`src/rtl/am_mod_pkg.sv`:
```
// Shared widths, pipeline depth and helper functions for the AM modulator.
// Provides the quarter-wave sine generator and the envelope clamp helpers.
package am_mod_pkg;

   localparam int MSG_W   = 12;
   localparam int IDX_W   = 8;
   localparam int OUT_W   = 16;
   localparam int SIN_W   = 12;
   localparam int SIN_AMP = 2047;
   localparam int LAT     = 4;
   localparam int PROD_W  = MSG_W + IDX_W;
   localparam int ENV_W   = 14;
   localparam int MULP_W  = 25;

   localparam logic signed [ENV_W-1:0] ENV_MAX = 14'sd4095;

   // pi in Q30, used to build the quarter-wave table at elaboration
   localparam longint PI_Q30 = 64'sd3373259426;

   // round(SIN_AMP * sin(pi/2 * i/qn)), integer Taylor series in Q30
   function automatic logic [SIN_W-2:0] sin_q(input int i, input int qn);
      longint x;
      longint term;
      longint sum;
      x    = (longint'(i) * PI_Q30) / longint'(2 * qn);
      term = x;
      sum  = x;
      for (int k = 1; k <= 8; k++) begin
         term = (term * x) >>> 30;
         term = (term * x) >>> 30;
         term = -term / longint'((2 * k) * (2 * k + 1));
         sum  = sum + term;
      end
      return (SIN_W-1)'((sum * SIN_AMP + (64'sd1 <<< 29)) >>> 30);
   endfunction

   function automatic logic env_ovf(input logic signed [ENV_W-1:0] e);
      return (e < 0) || (e > ENV_MAX);
   endfunction

   function automatic logic [SIN_W-1:0] env_clamp(
      input logic signed [ENV_W-1:0] e
   );
      logic [SIN_W-1:0] r;
      if (e < 0)
         r = '0;
      else if (e > ENV_MAX)
         r = '1;
      else
         r = SIN_W'(e);
      return r;
   endfunction

endpackage

```
`src/rtl/sine_lut.sv`:
```
// Full-cycle sine from a quarter-wave ROM with quadrant fold and negate.
// Ports: clk, rst_n, addr (LUT_AW bits), sin (signed, 2 registered stages).
module sine_lut
   import am_mod_pkg::*;
#(
   parameter int LUT_AW = 10
) (
   input  logic                    clk,
   input  logic                    rst_n,
   input  logic [LUT_AW-1:0]       addr,
   output logic signed [SIN_W-1:0] sin
);

   localparam int QA = LUT_AW - 2;
   localparam int QN = 1 << QA;

   logic [SIN_W-2:0] rom [QN];

   for (genvar g = 0; g < QN; g++) begin : g_rom
      assign rom[g] = sin_q(g, QN);
   end

   logic [1:0]       quad;
   logic [QA-1:0]    idx;
   logic [QA-1:0]    fold;
   logic             peak;
   logic [SIN_W-2:0] mag_q;
   logic             neg_q;

   assign quad = addr[LUT_AW-1 -: 2];
   assign idx  = addr[QA-1:0];

   // odd quadrants read mirrored; their first entry is the
   // +/- full-scale peak, which sits just outside the table
   assign fold = quad[0] ? (~idx + 1'b1) : idx;
   assign peak = quad[0] && (idx == '0);

   always_ff @(posedge clk or negedge rst_n) begin
      if (!rst_n) begin
         mag_q <= '0;
         neg_q <= 1'b0;
      end else begin
         mag_q <= peak ? (SIN_W-1)'(SIN_AMP) : rom[fold];
         neg_q <= quad[1];
      end
   end

   always_ff @(posedge clk or negedge rst_n) begin
      if (!rst_n)
         sin <= '0;
      else if (neg_q)
         sin <= -$signed({1'b0, mag_q});
      else
         sin <= $signed({1'b0, mag_q});
   end

endmodule

```
`src/rtl/am_modulator.sv`:
```
// AM transmitter: envelope (dc + scaled message) times NCO sine carrier.
// Ports: i_clk, i_rst_n, i_enable, i_phase_inc, i_dc_offset, i_mod_index,
//  i_data, i_data_valid -> o_data (16b sign-ext), o_data_valid, o_overmod.
// Define AM_MOD_OVERMOD_CLIP_EN to clamp the envelope and flag overmod.
module am_modulator
   import am_mod_pkg::*;
#(
   parameter int PHASE_W = 32,
   parameter int LUT_AW  = 10
) (
   input  logic                    i_clk,
   input  logic                    i_rst_n,
   input  logic                    i_enable,
   input  logic [PHASE_W-1:0]      i_phase_inc,
   input  logic [SIN_W-1:0]        i_dc_offset,
   input  logic [IDX_W-1:0]        i_mod_index,
   input  logic signed [MSG_W-1:0] i_data,
   input  logic                    i_data_valid,
   output logic [OUT_W-1:0]        o_data,
   output logic                    o_data_valid,
   output logic                    o_overmod
);

   // NCO: the LUT sees the phase before this cycle's step
   logic [PHASE_W-1:0] phase;

   always_ff @(posedge i_clk or negedge i_rst_n) begin
      if (!i_rst_n)
         phase <= '0;
      else if (i_enable)
         phase <= phase + i_phase_inc;
   end

   logic signed [SIN_W-1:0] sin_val;

   sine_lut #(
      .LUT_AW (LUT_AW)
   ) u_lut (
      .clk   (i_clk),
      .rst_n (i_rst_n),
      .addr  (phase[PHASE_W-1 -: LUT_AW]),
      .sin   (sin_val)
   );

   // envelope = dc + (msg * idx) >>> 8
   logic signed [PROD_W-1:0] data_x;
   logic signed [PROD_W-1:0] idx_x;
   logic signed [PROD_W-1:0] msg_prod;
   logic signed [MSG_W-1:0]  scaled;
   logic signed [ENV_W-1:0]  dc_x;
   logic signed [ENV_W-1:0]  sc_x;
   logic signed [ENV_W-1:0]  env_sum;

   assign data_x   = PROD_W'(i_data);
   assign idx_x    = $signed(PROD_W'(i_mod_index));
   assign msg_prod = data_x * idx_x;
   assign scaled   = MSG_W'(msg_prod >>> 8);
   assign dc_x     = $signed(ENV_W'(i_dc_offset));
   assign sc_x     = ENV_W'(scaled);
   assign env_sum  = dc_x + sc_x;

   logic [SIN_W-1:0] env_q;

`ifdef AM_MOD_OVERMOD_CLIP_EN
   logic ovm_q;

   always_ff @(posedge i_clk or negedge i_rst_n) begin
      if (!i_rst_n) begin
         env_q <= '0;
         ovm_q <= 1'b0;
      end else begin
         ovm_q <= i_data_valid && env_ovf(env_sum);
         if (i_data_valid)
            env_q <= env_clamp(env_sum);
      end
   end

   assign o_overmod = ovm_q;
`else
   // out-of-range envelopes wrap modulo 4096
   always_ff @(posedge i_clk or negedge i_rst_n) begin
      if (!i_rst_n)
         env_q <= '0;
      else if (i_data_valid)
         env_q <= SIN_W'(env_sum);
   end

   assign o_overmod = 1'b0;
`endif

   // unsigned envelope times signed carrier
   logic signed [SIN_W:0]    env_s;
   logic signed [MULP_W-1:0] mul_prod;
   logic signed [SIN_W-1:0]  mul_q;

   assign env_s    = $signed({1'b0, env_q});
   assign mul_prod = MULP_W'(env_s) * MULP_W'(sin_val);

   always_ff @(posedge i_clk or negedge i_rst_n) begin
      if (!i_rst_n)
         mul_q <= '0;
      else
         mul_q <= SIN_W'(mul_prod >>> 12);
   end

   // valid tracks each enabled cycle through the 4 stages
   logic [LAT-1:0] vld;

   always_ff @(posedge i_clk or negedge i_rst_n) begin
      if (!i_rst_n)
         vld <= '0;
      else
         vld <= {vld[LAT-2:0], i_enable};
   end

   always_ff @(posedge i_clk or negedge i_rst_n) begin
      if (!i_rst_n)
         o_data <= '0;
      else if (vld[LAT-2])
         o_data <= {{(OUT_W-SIN_W){mul_q[SIN_W-1]}}, mul_q};
   end

   assign o_data_valid = vld[LAT-1];

endmodule

```
`config.mk`:
```
export PLATFORM = sky130hd
export DESIGN_NAME = am_modulator
export DESIGN_NICKNAME = d
export VERILOG_FILES = /design/src/rtl/am_mod_pkg.sv /design/src/rtl/sine_lut.sv /design/src/rtl/am_modulator.sv
export SDC_FILE = /design/constraint.sdc
export NUM_CORES = 1
export LEC_CHECK = 0
export ABC_CLOCK_PERIOD_IN_PS = 13500
export BUFFER_PORTS_ARGS = -buffer_cell sky130_fd_sc_hd__buf_2
export CAP_MARGIN = 20
export CORE_MARGIN = 2
export CORE_UTILIZATION = 54
export DETAILED_ROUTE_END_ITERATION = 10
export HOLD_SLACK_MARGIN = 0.12
export PLACE_DENSITY_LB_ADDON = 0.15
export RECOVER_POWER = 100
export SYNTH_ARGS = -nofsm -noshare
export SYNTH_HDL_FRONTEND = slang
export SYNTH_HIERARCHICAL = 1
export SYNTH_SLANG_ARGS = --single-unit
```
`constraint.sdc`:
```
create_clock -name i_clk -period 13.5 [get_ports i_clk]
set_clock_uncertainty 0.2 [all_clocks]
set_input_delay 0.675 -clock i_clk [delete_from_list [all_inputs] [get_ports i_clk]]
set_output_delay 0.675 -clock i_clk [all_outputs]
set_load 0.02 [all_outputs]
```
==> results of run 1 <==
## what timing repair did
item,in CTS,in global routing
resized for setup,0,0
hold buffers,1,0
hold endpoints to repair,26,0
## layout by cell type (no fill, tap or decap), drive strengths merged, types with 23 or more instances in the layout
cell and n:
inv 263, nand2 222, fa 176, ha 164
a21oi 118, dfrtp 96, o21ai 96, nor2 95
and2 95, buf 74, xnor2 64, mux2 46
nor3 40, clkbuf 33, nand3 30, o211ai 28
nand2b 27, a211oi 27, xor2 23
## per-layer routing
| metal | global-route usage (%) | share of wire (%) | vias to the layer above |
|---|---|---|---|
| met5 | 0 | 0 | - |
| met4 | 7.93 | 2.3 | 0 |
| met3 | 4.24 | 6.5 | 68 |
| met2 | 44.3 | 47 | 470 |
| met1 | 36.6 | 44 | 6716 |
| li1 | - | - | 6555 |
## kinds of logic after synthesis
| group | share of synthesized area (%) |
|---|---|
| and+or+nand+nor | 17.1 |
| buffers and inverters | 9.28 |
| other | 0.0226 |
| muxes | 3.75 |
| AOI/OAI and AO/OA | 16.9 |
| adders and majority gates | 33.7 |
| DFF | 14.5 |
| xor gates and xnor gates | 4.80 |
## how the worst min path moves through the flow
stage | end | slack (ns) | depth (start not counted)
finish | vld[1] | 0.15 | 0
global route | vld[1] | 0.17 | 0
CTS | vld[1] | 0.15 | 0
detailed placement | vld[1] | 0.14 | 0
global placement | vld[1] | 0.14 | 0
floorplan | vld[1] | 0.13 | 0
## registers in the layout, summed over array words and instances (netlist names)
signal       flops
phase           32
env_q           12
mul_q           12
o_data          12
u_lut/sin       12
u_lut/mag_q     11
vld              4
u_lut/neg_q      1
## final cells by class
cell class,count,area [µm²],area share (%)
tap,396,495,2.85
inverter,262,986,5.68
timing repair buffer,99,498,2.87
clock inverter,7,119,0.685
antenna,2,5.00,0.0288
sequential,96,2400,13.8
multi-input combinational,1489,12600,72.7
clock buffer,9,225,1.30
## stage by stage
stage / utilization, % / setup WS [ns] / hold slack, ns
after detailed placement: 56.1 / 6.75 / 0.137
after global routing: 57.0 / 4.11 / 0.167
after CTS: 57.3 / 7.13 / 0.154
after global placement: 56.1 / 6.90 / 0.140
after floorplan: - / 7.17 / 0.131
final: 57.0 / 4.50 / 0.151
==> impl_metrics.ini, run 1 <==
[synthesis]
yosys_warnings = 6
synth_edf_count = 0
synth_cell_types = 89
synthTopCellsByCount = 260 x inv_1, 221 x nand2_1, 176 x fa_1
synth_top_area_share_pct = 21.3
ys.flop_type = dfrtp_1
synth_area_leaders = fa_1 21%, dfrtp_1 15%, ha_1 12%
synth_area_mm2 = 0.0166
avgSynthCellArea_um2 = 8.41
syn-instance-count = 1971
synth_seq_area_share_pct = 14.5
yosysMostFrequentCell = inv_1
postSynth.asyncResetShare_pct = 100
yosys_register_bits = 96
synth_fp_nets = 2379
synth_largest_area_cell = fa_1

[sta]
worst_slew_pin_slew_ns = 3.74
period_needed_ns = 9.00
slew_headroom_pct = -149
setup_violations = 0
finalCritPeriodShare_pct = 66.7
fmax_ghz = 0.111
hold_violations = 0
rsz0062_at_grt = no
tns_ns = 0
drv_slew = 198

[floorplan]
die_height_um = 179
ios = 86
row_count = 64
die_w_um = 179
die_area_mm2 = 0.0321
fp.coreArea_mm2 = 0.0304
start_util_pct = 54.4

[place]
postPlaceCellArea_mm2 = 0.0171
io_buffers = 84
place_inst = 2341
gp_congestion = 0.956
hpwl_um = 31300

[critical_path]
worstPathArrival_ns = 8.96
start_kind = flip-flop
crit_type = reg2reg
crit_slowest_cell = clkbuf_1
r2r_slack_ns = 4.50
slowest_delay_ns = 1.65
critPathRequiredTime_ns = 13.47
worstReg2RegEnd = u_lut/mag_q[1]
crit_start = phase[22]
path_buf_inv = 4
crit_family = buffers and inverters
end_kind = flip-flop
cp_num_cells = 13
rr_startpoint = phase[22]
cp_max_fo = 51
rr_worst_depth = 13
endpoint = u_lut/mag_q[1]
crit_chain = clkbuf_1 -> inv_1 -> ha_1 -> nand2b_1 -> xnor2_4 -> clkbuf_1 -> inv_1 -> nor2_1 -> o21ai_0 -> nand3_1 -> o211ai_1 -> a311oi_1 -> a21oi_1

[grt]
grt_max_degree = 71
grt_pass1_vias = 13800
grt_pass1_wl_um = 69400
grt_overflow = 0
grt_use_total_pct = 26.9
antenna_found_initial = 2

[final_layout]
final_cell_area_mm2 = 0.0174
nets = 2365
fillers = 2860
syn_to_final_growth_pct = 4.78
layoutNonFillerInstCount = 2360
drive_gt1_share_pct = 8.26

[min_path]
hp-start = vld[0]
hold_class = reg2reg

[clocking]
cts.sinks = 96
cts_tree = yes
clk_pin_slew_ns = 0.07
clock_path_buffers = 2
clk_latency_ns = 0.36
cts_buffers = 9
postCtsSetupRepairBufs = 0
root_buffer = clkbuf_16
h-tree-depth = 3

[routing]
vias = 13800
firstDrtPassIters = 6
ant_nets = 0
route.detailed.drc = 0
wl_per_cell_um = 17.5
first_iter_violations = 978
drt_wl_total_um = 41200
via_per_inst = 5.85

[run_status]
outcome = finished, violations left
failed_checks = max-capacitance violations, max-slew violations

[flow_run]
max_cap_viol_count = 4
Power of run 1 is left out: the tool's default activity adds up to more than one toggle a clock period on the data nets, which glitch-free logic cannot reach.
==> run 2: changes to the inputs <==
--- a/config.mk
+++ b/config.mk
@@ -5,7 +5,7 @@
 export SDC_FILE = /design/constraint.sdc
 export NUM_CORES = 1
 export LEC_CHECK = 0
-export ABC_CLOCK_PERIOD_IN_PS = 13500
+export ABC_CLOCK_PERIOD_IN_PS = 9200
 export BUFFER_PORTS_ARGS = -buffer_cell sky130_fd_sc_hd__buf_2
 export CAP_MARGIN = 20
 export CORE_MARGIN = 2
==> constraint.sdc (replaced) <==
create_clock -name i_clk -period 9.2 [get_ports i_clk]
set_clock_uncertainty 0.2 [all_clocks]
set_input_delay 0.46 -clock i_clk [delete_from_list [all_inputs] [get_ports i_clk]]
set_output_delay 0.46 -clock i_clk [all_outputs]
set_load 0.02 [all_outputs]
==> run 2 against run 1 <==
- the run still ends with max-capacitance violations, max-slew violations left
- global-route usage grew 0.23 points
- die area is the same
- final area shrank 0.31%
- register-to-register slack lost 2.4 ns
- critical endpoint unchanged
- largest cell class unchanged
- highest routed layer unchanged
==> impl_metrics.ini, run 2 (same netlist as run 1, synthesis figures left out) <==
[clocking]
clk_latency_ns = 0.36
cts.sinks = 96
clk_pin_slew_ns = 0.07
h-tree-depth = 3
clock_path_buffers = 2
root_buffer = clkbuf_16
cts_tree = yes
cts_buffers = 9

[final_layout]
syn_to_final_growth_pct = 4.46
final_common_cell = inv_1
layout_common_cells = 261 x inv_1, 221 x nand2_1, 176 x fa_1
drive_gt1_share_pct = 8.21
largest_reg_flops = 32
fillers = 2829
largest_register = phase
nets = 2365

[run_status]
outcome = finished, violations left
failed_checks = max-capacitance violations, max-slew violations

[critical_path]
end_kind = flip-flop
cp_max_fo = 51
start_kind = flip-flop
critPathRequiredTime_ns = 9.17
worstPathArrival_ns = 7.08
crit_type = reg2reg

[floorplan]
die_height_um = 179
die_w_um = 179
start_util_pct = 54.4
die_area_mm2 = 0.0321
fp.coreArea_mm2 = 0.0304
row_count = 64
ios = 86

[sta]
fmax_ghz = 0.141
rsz0062_at_grt = no
finalCritPeriodShare_pct = 77.3
worst_slew_pin_slew_ns = 3.75
drv_slew = 146
setup_violations = 0
hold_violations = 0
tns_ns = 0
period_needed_ns = 7.11
slew_headroom_pct = -150

[place]
hpwl_um = 31600
io_buffers = 84
gp_congestion = 0.937

[grt]
grt_use_total_pct = 27.1
grt_pass1_vias = 13700
grt_pass1_wl_um = 69700
antenna_found_initial = 4
grt_overflow = 0
grt_max_degree = 71

[routing]
via_per_inst = 5.82
first_iter_violations = 1024
route.met3.wl_um = 2350
met1_length_um = 18500
routed.top_layer = met4
route.detailed.drc = 0
wl_per_cell_um = 17.4
ant_nets = 0
firstDrtPassIters = 5
vias = 13800
met2_length_um = 19400
drt_wl_total_um = 41200

[min_path]
hold_class = reg2reg

[flow_run]
max_cap_viol_count = 3
## run 2: cell types whose count changed in the layout (fill, tap and decap cells not counted), sizes merged
cell and change:
inv +2, clkinv -1, bufinv -2, diode +3, buf +2, clkbuf -2, clkinvlp +1
## run 2: through the flow
step / cell area (µm²) / util (%) / hold slack, ns / std cells / setup slack [ns]
finish: 17300 / 56.9 / 0.150 / 2363 / 2.09
global route: 17300 / 56.9 / 0.156 / 2361 / 1.61
CTS: 17400 / 57.1 / 0.152 / 2358 / 3.02
detailed placement: 17100 / 56.1 / 0.137 / 2341 / 2.64
global placement: 17100 / 56.1 / 0.143 / 2341 / 2.83
floorplan: 16600 / - / -0.0356 / 1971 / 3.08
## run 2: what timing repair did
| action | CTS | global route |
|---|---|---|
| hold buffers | 1 | 0 |
| endpoints found under the hold margin | 26 | 0 |
| gates resized for setup | 0 | 0 |
| setup buffers | 0 | 0 |
## run 2: final timing paths
check / from / endpoint / slack, ns / cells past startpoint
setup reg to reg: phase[22] / u_lut/mag_q[1] / 2.09 / 13
max in group asynchronous: i_rst_n / phase[14] / 3.86 / 3
hold reg to reg: vld[0] / vld[1] / 0.15 / 0
setup / recovery: phase[22] / u_lut/mag_q[1] / 2.09 / 13
min in group asynchronous: i_rst_n / vld[3] / 0.74 / 2
hold / removal: vld[0] / vld[1] / 0.15 / 0
## run 2: layout make-up
type                       instances  area (µm²)  share of cell area (%)
timing repair buffer              99         503                    2.91
antenna                            5        12.5                  0.0723
inverter                         262         986                    5.70
clock buffer                       9         225                    1.30
multi-input combinational       1489       12600                    72.8
clock inverter                     7        78.8                   0.455
sequential                        96        2400                    13.9
tap                              396         495                    2.86
## run 2: layer usage
layer | track usage (%) | up-vias
met3 | 3.75 | 69
met1 | 37.4 | 6618
met4 | 7.66 | 0
met5 | 0 | -
met2 | 44.6 | 490
li1 | - | 6579
## run 2: worst max-delay path: stages (launching register included)
cell      delay (ns)
dfrtp_1         0.33
clkbuf_1        1.20
inv_1           0.65
ha_1            0.67
nand2b_1        0.40
xnor2_4         0.20
buf_4           0.48
inv_1           0.70
nor2_1          0.96
o21ai_0         0.24
nand3_1         0.19
o211ai_1        0.17
a311oi_1        0.33
a21oi_1         0.14
Power of run 2 is left out for the same reason.
==> run 3: changes to the inputs <==
--- a/config.mk
+++ b/config.mk
@@ -5,7 +5,7 @@
 export SDC_FILE = /design/constraint.sdc
 export NUM_CORES = 1
 export LEC_CHECK = 0
-export ABC_CLOCK_PERIOD_IN_PS = 9200
+export ABC_CLOCK_PERIOD_IN_PS = 6300
 export BUFFER_PORTS_ARGS = -buffer_cell sky130_fd_sc_hd__buf_2
 export CAP_MARGIN = 20
 export CORE_MARGIN = 2
==> constraint.sdc (replaced) <==
create_clock -name i_clk -period 6.3 [get_ports i_clk]
set_clock_uncertainty 0.2 [all_clocks]
set_input_delay 0.315 -clock i_clk [delete_from_list [all_inputs] [get_ports i_clk]]
set_output_delay 0.315 -clock i_clk [all_outputs]
set_load 0.02 [all_outputs]
==> run 3 against run 2 <==
- the flow still finishes with violations (max-capacitance violations, max-slew violations)
- critical path depth is 6 higher
- non-clock buffer count increased by 23
- global-route usage shrank 0.76 points
- sequential share of layout area shrank 0.16 points
- critical path type unchanged
- critical endpoint is now mul_q[11]
- largest cell class unchanged
==> impl_metrics.ini, run 3 (same netlist as run 1, synthesis figures left out) <==
[routing]
via_per_inst = 5.84
firstDrtPassIters = 6
vias = 13900
first_iter_violations = 1264
route.detailed.drc = 0
drt_wl_total_um = 40500
ant_nets = 0
wl_per_cell_um = 17.0

[place]
io_buffers = 84
gp_congestion = 0.992
hpwl_um = 31600

[min_path]
hp-start = i_phase_inc[31]
hold_path_depth = 4
holdPathEnd = phase[31]
hold_class = in2reg

[final_layout]
final-seq-area_mm2 = 0.00240
largest_register = phase
layout_common_cells = 260 x inv_1, 221 x nand2_1, 176 x fa_1
multiInputGateArea_mm2 = 0.0126
drive_gt1_share_pct = 9.37
largest_reg_flops = 32
syn_to_final_growth_pct = 5.70
fillers = 2773
final_common_cell = inv_1
nets = 2388

[clocking]
root_buffer = clkbuf_16
clk_pin_slew_ns = 0.07
clock_path_buffers = 2
cts_buffers = 9
h-tree-depth = 3
cts_tree = yes
clk_latency_ns = 0.36
cts.sinks = 96

[sta]
fmax_ghz = 0.168
rsz0062_at_grt = no
slew_headroom_pct = -41.4
period_needed_ns = 5.95
tns_ns = 0
drv_slew = 162
worst_slew_pin_slew_ns = 2.12
finalCritPeriodShare_pct = 94.5
hold_violations = 0
setup_violations = 0

[critical_path]
worstPathArrival_ns = 5.97
start_kind = flip-flop
end_kind = flip-flop
rr_startpoint = u_lut/sin[3]
rr_worst_depth = 19
crit_type = reg2reg
critPathRequiredTime_ns = 6.32
worstReg2RegEnd = mul_q[11]
cp_max_fo = 12
r2r_slack_ns = 0.35

[floorplan]
die_height_um = 179
row_count = 64
die_w_um = 179
start_util_pct = 54.4
die_area_mm2 = 0.0321
fp.coreArea_mm2 = 0.0304
ios = 86

[run_status]
outcome = finished, violations left
failed_checks = max-capacitance violations, max-slew violations

[grt]
grt_pass1_vias = 13800
grt_use_total_pct = 26.4
grt_overflow = 0
antenna_found_initial = 5
grt_max_degree = 70
grt_pass1_wl_um = 68100

[flow_run]
max_cap_viol_count = 3
[run 3: worst max-delay path, cell delays in order (launching register included)]
cell	delay, ns
dfrtp_1	0.63
nand2_1	0.17
fa_1	0.57
inv_1	0.05
fa_1	0.51
inv_1	0.06
fa_1	0.48
fa_1	0.49
inv_1	0.05
fa_1	0.48
ha_1	0.35
a21o_1	0.17
a21oi_1	0.16
nor2b_1	0.08
a2111oi_0	0.51
o21ai_0	0.26
nand3_1	0.16
nand3_1	0.09
o211ai_1	0.12
xnor2_1	0.24
[run 3: layout make-up]
| class | count | share of cell area (%) |
|---|---|---|
| timing repair buffer | 122 | 3.90 |
| tap | 396 | 2.83 |
| multi-input combinational | 1489 | 72.0 |
| inverter | 262 | 5.63 |
| sequential | 96 | 13.7 |
| antenna | 5 | 0.0714 |
| clock buffer | 10 | 1.31 |
| clock inverter | 6 | 0.529 |
[run 3: timing repair]
action,4_1_cts,5_1_grt
setup buffers,0,0
hold endpoints to repair,29,0
setup endpoints to repair,0,1
hold buffers,3,0
gates resized for setup,0,1
[run 3: layer usage]
| metal | GRT usage, % | vias to the layer above | routed length, µm |
|---|---|---|---|
| met5 | 0 | - | 0 |
| met4 | 8.77 | 0 | 948 |
| met3 | 3.94 | 80 | 2700 |
| met2 | 43.4 | 496 | 19200 |
| met1 | 35.6 | 6742 | 17700 |
| li1 | - | 6616 | - |
[run 3: how the worst max path moves through the flow]
stage | startpoint | endpoint | slack [ns] | cells after the start
floorplan | i_mod_index[2] | env_q[9] | 0.33 | 25
detailed placement | i_mod_index[2] | env_q[9] | 0.07 | 25
CTS | u_lut/sin[3] | mul_q[11] | 0.28 | 19
global placement | i_mod_index[5] | env_q[9] | 0.17 | 25
finish | u_lut/sin[3] | mul_q[11] | 0.35 | 19
global route | i_mod_index[5] | env_q[11] | 0.05 | 26
[run 3: per-stage QoR]
step	cells	utilization, %	instance area, µm²	hold slack [ns]	setup slack, ns
2_1_floorplan	1971	-	16600	-0.181	0.327
3_3_place_gp	2362	56.6	17200	0.0467	0.171
3_5_place_dp	2362	56.6	17200	0.0466	0.0712
4_1_cts	2381	57.8	17600	0.136	0.278
5_1_grt	2385	57.5	17500	0.158	0.0508
6_report	2386	57.5	17500	0.146	0.347
Power of run 3 is left out for the same reason.
